==> config.mk <==
export PLATFORM = sky130hd
export DESIGN_NAME = cla_add_pipe
export DESIGN_NICKNAME = d
export VERILOG_FILES = /design/src/rtl/cla_add_pipe.sv
export SDC_FILE = /design/constraint.sdc
export NUM_CORES = 1
export LEC_CHECK = 0
export ABC_AREA = 1
export BUFFER_PORTS_ARGS = -buffer_cell sky130_fd_sc_hd__buf_4
export CAP_MARGIN = 20
export CORE_MARGIN = 10
export CORE_UTILIZATION = 50
export DETAILED_ROUTE_END_ITERATION = 8
export GPL_ROUTABILITY_DRIVEN = 0
export PLACE_DENSITY = 0.77
export SYNTH_ARGS = -nofsm -noshare
export SYNTH_HDL_FRONTEND = slang
export SYNTH_SLANG_ARGS = --single-unit
==> constraint.sdc <==
create_clock -name clk -period 1.8 [get_ports clk]
set_input_delay 0.36 -clock clk [delete_from_list [all_inputs] [get_ports clk]]
set_output_delay 0.36 -clock clk [all_outputs]
set_load 0.005 [all_outputs]
==> src/rtl/cla_add_pipe.sv <==
// cla_add_pipe: two-stage pipelined adder, 4-bit carry-lookahead groups rippling within each half
module cla_add_pipe #(
  parameter int WIDTH = 32
) (
  input  logic             clk,
  input  logic             reset_n,
  input  logic             in_valid,
  output logic             in_ready,
  input  logic [WIDTH-1:0] a,
  input  logic [WIDTH-1:0] b,
  input  logic             ci,
  output logic             out_valid,
  input  logic             out_ready,
  output logic [WIDTH-1:0] s,
  output logic             co,
  output logic             ovf
);
  localparam int H = WIDTH / 2;
  localparam int G = H / 4;
  // Returns {carry_out, sum} for one half; carries ripple group to group.
  function automatic logic [H:0] cla_half(input logic [H-1:0] x, input logic [H-1:0] y, input logic c);
    logic [H-1:0] g, p, sum;
    logic [G:0] gc;
    logic [3:0] gg, pp;
    logic [4:0] cc;
    g = x & y;
    p = x | y;
    sum = '0;
    gc = '0;
    gc[0] = c;
    for (int k = 0; k < G; k++) begin
      gg = g[4*k +: 4];
      pp = p[4*k +: 4];
      cc[0] = gc[k];
      cc[1] = gg[0] | (pp[0] & cc[0]);
      cc[2] = gg[1] | (pp[1] & gg[0]) | (pp[1] & pp[0] & cc[0]);
      cc[3] = gg[2] | (pp[2] & gg[1]) | (pp[2] & pp[1] & gg[0]) | (pp[2] & pp[1] & pp[0] & cc[0]);
      cc[4] = gg[3] | (pp[3] & gg[2]) | (pp[3] & pp[2] & gg[1]) | (pp[3] & pp[2] & pp[1] & gg[0])
            | (pp[3] & pp[2] & pp[1] & pp[0] & cc[0]);
      sum[4*k +: 4] = x[4*k +: 4] ^ y[4*k +: 4] ^ cc[3:0];
      gc[k+1] = cc[4];
    end
    return {gc[G], sum};
  endfunction
  logic         v1, v2, adv1, adv2, c1;
  logic [H-1:0] lo1, ah1, bh1;
  logic [H:0]   lo_r, hi_r;
  assign adv2      = !v2 | out_ready;
  assign adv1      = !v1 | adv2;
  assign in_ready  = adv1;
  assign out_valid = v2;
  assign lo_r      = cla_half(a[H-1:0], b[H-1:0], ci);
  assign hi_r      = cla_half(ah1, bh1, c1);
  // Data registers load only with a valid operation so idle stages hold their last value.
  always_ff @(posedge clk or negedge reset_n) begin
    if (!reset_n) begin
      v1  <= 1'b0;
      v2  <= 1'b0;
      c1  <= 1'b0;
      lo1 <= '0;
      ah1 <= '0;
      bh1 <= '0;
      s   <= '0;
      co  <= 1'b0;
      ovf <= 1'b0;
    end else begin
      if (adv1) v1 <= in_valid;
      if (adv2) v2 <= v1;
      if (adv1 && in_valid) begin
        lo1 <= lo_r[H-1:0];
        c1  <= lo_r[H];
        ah1 <= a[WIDTH-1:H];
        bh1 <= b[WIDTH-1:H];
      end
      if (adv2 && v1) begin
        s   <= {hi_r[H-1:0], lo1};
        co  <= hi_r[H];
        ovf <= (ah1[H-1] == bh1[H-1]) && (hi_r[H-1] != ah1[H-1]);
      end
    end
  end
endmodule
; ---- Yosys cells after proc, flatten, opt, wreduce, memory -nomap -nowiden
; Index checks and enable logic that the tools add are counted.
[word_totals]
regBits = 85
out_inout_bits = 36
word_cells = 246
[classes]
n_eq_ne = 2
n_bitwise = 230
reduce_logical = 5
[ops]
columns = operator, n
row1 = $and 1x1->1, 128
row2 = $or 1x1->1, 82
row3 = $xor 4x4->4, 16
row4 = $and 16x16->16, 2
row5 = $or 16x16->16, 2
row6 = $logic_and 1x1->1, 3
row7 = $logic_not 1->1, 2
row8 = $eq 1x1->1, 1
row9 = $ne 1x1->1, 1

; ---- Longest topological paths before layout
[depth]
ltp_word = 15
depth_mapped = 16
mapped_depth_nobuf = 16

; ---- Least setup slack after synthesis
; No wires, ideal clock.
[synth_timing]
kind = register to register
startpoint = register ah1[3]
endpoint = register s[29]
setup_ns = 0.133
t_arrival_ns = 1.765
required_time_ns = 1.667
slack_ns = -0.098
path_stages_with_launch = 15
cell_sequence = dfrtp_1 -> inv_1 -> ha_1 -> inv_2 -> nand2_2 -> nand2_2 -> nor2_2 -> nand3_2 -> nand2_2 -> nand2_4 -> nand2_4 -> nand2_4 -> fa_1 -> xnor2_1 -> o21ai_0
[synth_via]
elab_chain_cells = 13
word_cells_on_any_way = 20
classes_between = bitwise: 20
[synth_rtl]
columns = item, line_no
row1 = from (decl), 46  ; logic [H-1:0] lo1, ah1, bh1;
row2 = from (signal assigned), 72  ; ah1 <= a[WIDTH-1:H];
row3 = $or 16x16->16, 27  ; p = x | y;
row4 = $and 1x1->1 (on tied branches), "38, 39"
row5 = $or 1x1->1 (tied with other cells) (2 in a row), 38  ; cc[4] = gg[3] | (pp[3] & gg[2]) | (pp[3] & pp[2] & gg[1]) | (pp[3] & pp[2] & pp[1] & gg[0])
row6 = $or 1x1->1 or $and 1x1->1 (tied branches), "38, 39"
row7 = $or 1x1->1 *, 39  ; | (pp[3] & pp[2] & pp[1] & pp[0] & cc[0]);
row8 = $and 1x1->1 *, 39
row9 = $or 1x1->1 *, 39
row10 = $and 1x1->1 *, 39
row11 = $or 1x1->1 *, 39
row12 = $and 1x1->1 *, 35  ; cc[1] = gg[0] | (pp[0] & cc[0]);
row13 = $or 1x1->1 *, 35
row14 = $xor 4x4->4 *, 40  ; sum[4*k +: 4] = x[4*k +: 4] ^ y[4*k +: 4] ^ cc[3:0];
row15 = to (signal assigned), 76  ; s <= {hi_r[H-1:0], lo1};
row16 = to (decl), 14  ; output logic [WIDTH-1:0] s,
; Every way passes the cells marked *; elsewhere a longest branch is shown, timed or not.
; A chain may end at the register's enable or synchronous reset.

; ---- Final worst setup path
[layout_timing]
startpoint = register ah1[6]
endpoint = register s[23]
[layout_via]
elab_chain_cells = 6
word_cells_on_any_way = 11
classes_between = bitwise: 11
[layout_rtl]
columns = item, line_no
row1 = $or 16x16->16, 27
row2 = $and 1x1->1, 37  ; cc[3] = gg[2] | (pp[2] & gg[1]) | (pp[2] & pp[1] & gg[0]) | (pp[2] & pp[1] & pp[0] & cc[0]);
row3 = $or 1x1->1 or $and 1x1->1 (tied branches) (2 in a row), 37
row4 = $or 1x1->1 *, 37
row5 = $xor 4x4->4 *, 40
; Marks and branches as above.

==> flow_summary.rst <==
.. list-table::
   :header-rows: 1

   * - Metric
     - Value
   * - Top cell type by total area after synthesis
     - sky130_fd_sc_hd__dfrtp_1
   * - Xor/xnor cell area share of the yosys netlist
     - around 2.4%
   * - Area share of fa/ha/maj cells after synthesis
     - 18.5%
   * - Cell row count
     - 37
   * - Clock tree root driver cell
     - sky130_fd_sc_hd__clkbuf_8
   * - Height of the chip
     - 122 µm
   * - Crit path time final
     - roughly 2.0 ns
   * - Avg Cell Area, Syn
     - ~8.4 µm²
   * - Unrepaired setup endpoints after global routing
     - true
   * - Crit path arrival time
     - approximately 2.3 ns
   * - Flip-flop and latch count after synthesis
     - between 80 and 90
   * - H-Tree Level Count
     - 3
   * - Antenna diode instance count
     - 0
   * - Nets
     - slightly above 900
   * - Startpoint-to-endpoint class of the critical path
     - reg -> reg
   * - Max-cap violations
     - 0
   * - Number of warnings reported in the yosys synthesis log
     - 0
   * - Post-Syn Area
     - roughly 0.0052 mm²
   * - Initial cell density of the core
     - slightly above 50%
   * - Final worst path period share
     - 114%
   * - Measured slew at the worst slew-check pin
     - 0.481 ns
   * - Leading cell types by count after synthesis
     - sky130_fd_sc_hd__nand2_1 (168), sky130_fd_sc_hd__inv_1 (100), sky130_fd_sc_hd__dfrtp_1 (85), sky130_fd_sc_hd__ha_1 (64), sky130_fd_sc_hd__o21ai_0 (52)
   * - Crit path launch type
     - flip-flop
   * - Synth Flop Type
     - sky130_fd_sc_hd__dfrtp_1
   * - Post-synth top area share
     - between 40% and 50%
   * - Post-synthesis simple-gate area fraction
     - 21.5%
   * - Part of the Yosys area used for sequential elements
     - slightly above 40%
   * - Total overflow reported by the global router
     - 0
   * - Power density over cell area
     - slightly above 1000 mW/mm²
   * - Proportion of layout cells with a drive suffix above 1
     - between 30% and 40%
   * - Fill count
     - a little over 800
   * - Via-per-instance ratio
     - around 4.8
   * - Count of nets left with antenna violations after detail routing
     - 0
   * - Worst setup skew after layout
     - between 0.008 and 0.009 ns
   * - Num Clock Sinks
     - 85
   * - Clock tree from TritonCTS
     - yes
   * - Chip Width
     - ~120 µm
   * - Leakage dissipation
     - between 3 and 4 nW
   * - Vias post-DR
     - around 4400
   * - Final wirelength
     - approximately 13 mm
   * - Count of flip-flops with a built-in enable after synthesis
     - 0
   * - Buffer depth of the longest clock path
     - 2
   * - Sum of net half-perimeters after detailed placement
     - 9.37 mm
   * - Worst IR Drop VDD
     - around 500 µV
   * - Final total negative setup slack
     - -1.71 ns
   * - Achievable Freq
     - between 400 and 500 MHz
   * - Setup slack after placement
     - -0.227 ns
   * - Dominant combinational cell family by area after synthesis
     - simple AND/OR/NAND/NOR gates
   * - Async set or reset register ratio after synthesis
     - 100%
   * - Post-route setup slack
     - -0.246 ns
   * - Clk pin slew, worst setup/hold paths
     - ~0.090 ns
   * - Top Ports
     - 105
   * - Share of the synthesized area in compound gates (AO/OA/AOI/OAI)
     - under 10%
   * - Final hold violation count
     - 0
   * - Via count of the first global-routing pass
     - ~4700
   * - Core area
     - approximately 0.010 mm²
   * - Area growth from synthesis to final layout
     - 33.0%
   * - Cell with the most instances after synthesis
     - sky130_fd_sc_hd__nand2_1
   * - Distinct cell type count after synthesis
     - 36
   * - Biggest fanout along the worst timing path
     - 2
   * - Antenna violations before repair
     - 0
   * - Clock buffers created by TritonCTS
     - 9
   * - Detailed-route wire length per cell
     - 14.0 µm
   * - Reg-to-reg setup timing slack
     - -0.25 ns
   * - Number of DRC violations after detailed-routing iteration 0
     - around 210
   * - Outcome
     - complete, but fails checks
   * - Failing checks
     - negative setup slack
   * - Count of final setup violators
     - 13
   * - HP Class
     - in -> reg
   * - Post-detailed-route DRC marker count
     - 0
   * - Die outline area
     - about 0.015 mm²
   * - Syn nets
     - roughly 760
   * - First-pass GRT wire length
     - 20.9 mm
   * - Number of instances in the synthesized netlist
     - 617
   * - Endpoint type of the worst setup path
     - flip-flop
   * - Port Buffers
     - 104
   * - Final Slew Violations
     - 0
   * - Pin count of the biggest net entering global routing
     - between 50 and 60
   * - Main area contributors after synthesis
     - sky130_fd_sc_hd__dfrtp_1 (41%), sky130_fd_sc_hd__ha_1 (15%), sky130_fd_sc_hd__nand2_1 (12%)
   * - Multiplexer share of the synthesized area
     - 0%
   * - Max-slew headroom at the worst pin
     - 67.9%
   * - Detailed Routing Iterations Pass 1
     - 4
   * - Worst skew pair latency
     - around 0.36 ns
   * - Total global-route track usage
     - around 17%
   * - Required time at the endpoint of the critical path
     - a little over 2 ns
==> worst paths after layout <==
kind                                     from                   to  cells after the start
max                        ah1[6]$_DFFE_PN0P_    s[23]$_DFFE_PN0P_                     13
min                                     a[27]  ah1[11]$_DFFE_PN0P_                      3
max reg2reg                ah1[6]$_DFFE_PN0P_    s[23]$_DFFE_PN0P_                     13
min reg2reg                lo1[4]$_DFFE_PN0P_     s[4]$_DFFE_PN0P_                      2
max in group asynchronous             reset_n     s[0]$_DFFE_PN0P_                      3
min in group asynchronous             reset_n  bh1[11]$_DFFE_PN0P_                      2
==> layer usage <==
metal,global-route usage [%],vias up,share of wire (%)
li1,-,2196,-
met1,19.5,2072,42
met2,29.6,105,50
met3,4.76,22,6.1
met4,7.45,0,1.8
met5,0,-,0
==> where the power goes <==
group,switching [mW],internal [mW],leakage (nW)
clock network,0.675,0.811,0.105
registers,0.340,2.43,1.04
logic,1.36,1.40,2.59
==> critical path: stages (launching register included) <==
cell	delay, ns
sky130_fd_sc_hd__dfrtp_1	0.41
sky130_fd_sc_hd__inv_2	0.09
sky130_fd_sc_hd__ha_4	0.15
sky130_fd_sc_hd__inv_2	0.06
sky130_fd_sc_hd__a21oi_4	0.17
sky130_fd_sc_hd__buf_4	0.13
sky130_fd_sc_hd__buf_4	0.10
sky130_fd_sc_hd__buf_4	0.09
sky130_fd_sc_hd__buf_4	0.09
sky130_fd_sc_hd__buf_4	0.10
sky130_fd_sc_hd__o211ai_1	0.11
sky130_fd_sc_hd__or2_2	0.29
sky130_fd_sc_hd__nand3_1	0.08
sky130_fd_sc_hd__nand2_1	0.07
==> metrics by stage <==
stage                     utilization (%)  area [µm²]  power (mW)  instances  hold slack (ns)
after CTS                            66.9        6840        7.00        910            0.193
final                                67.4        6900        7.01        911            0.205
after detailed placement             63.2        6460        5.33        883            0.353
after floorplan                         -        5240        4.06        617           0.0644
after global placement               63.2        6460        5.22        883            0.344
after global routing                 67.4        6900        7.52        911            0.218
==> placed cells by master, fill, tap and decap left out, drive strengths merged, types with 2 or more instances in the layout <==
master / instances
nor4: 2
nand3: 20
buf: 158
o21ai: 55
nor2: 32
nor3: 7
clkbuf: 11
or2: 6
ha: 64
bufinv: 2
nand4: 2
xor2: 4
a211oi: 3
inv: 103
nand3b: 2
a21oi: 11
xnor2: 10
dfrtp: 85
fa: 8
nand2: 183
==> kinds of logic (layout without fill, tap and decap cells) <==
kind of cell    Yosys count  in the layout
buf+inv                 119            277
compound gates           73             73
simple gates            254            254
flops                    85             85
fa+ha+maj                72             72
xor+xnor                 14             14
==> sequential cells by signal, indices dropped and copies added (netlist names) <==
| signal | flops |
|---|---|
| s | 32 |
| ah1 | 16 |
| bh1 | 16 |
| lo1 | 16 |
| c1 | 1 |
| co | 1 |
| out_valid | 1 |
| ovf | 1 |
| v1 | 1 |
==> cell type report <==
class	count	area (µm²)	area share, %
multi-input combinational	413	2760	40.0
sequential	85	2130	30.8
timing repair buffer	159	1230	17.9
inverter	103	394	5.71
tap	136	170	2.47
clock buffer	11	141	2.05
clock inverter	4	72.6	1.05
==> what timing repair did <==
action                                 4_1_cts  5_1_grt
setup endpoints to repair                   13       15
setup buffers                               11        1
endpoints found under the hold margin       32        0
hold buffers                                 1        0
pin swaps                                   11       13
gates resized for setup                     23       16
Note: power is estimated with default switching activity, not from simulation.
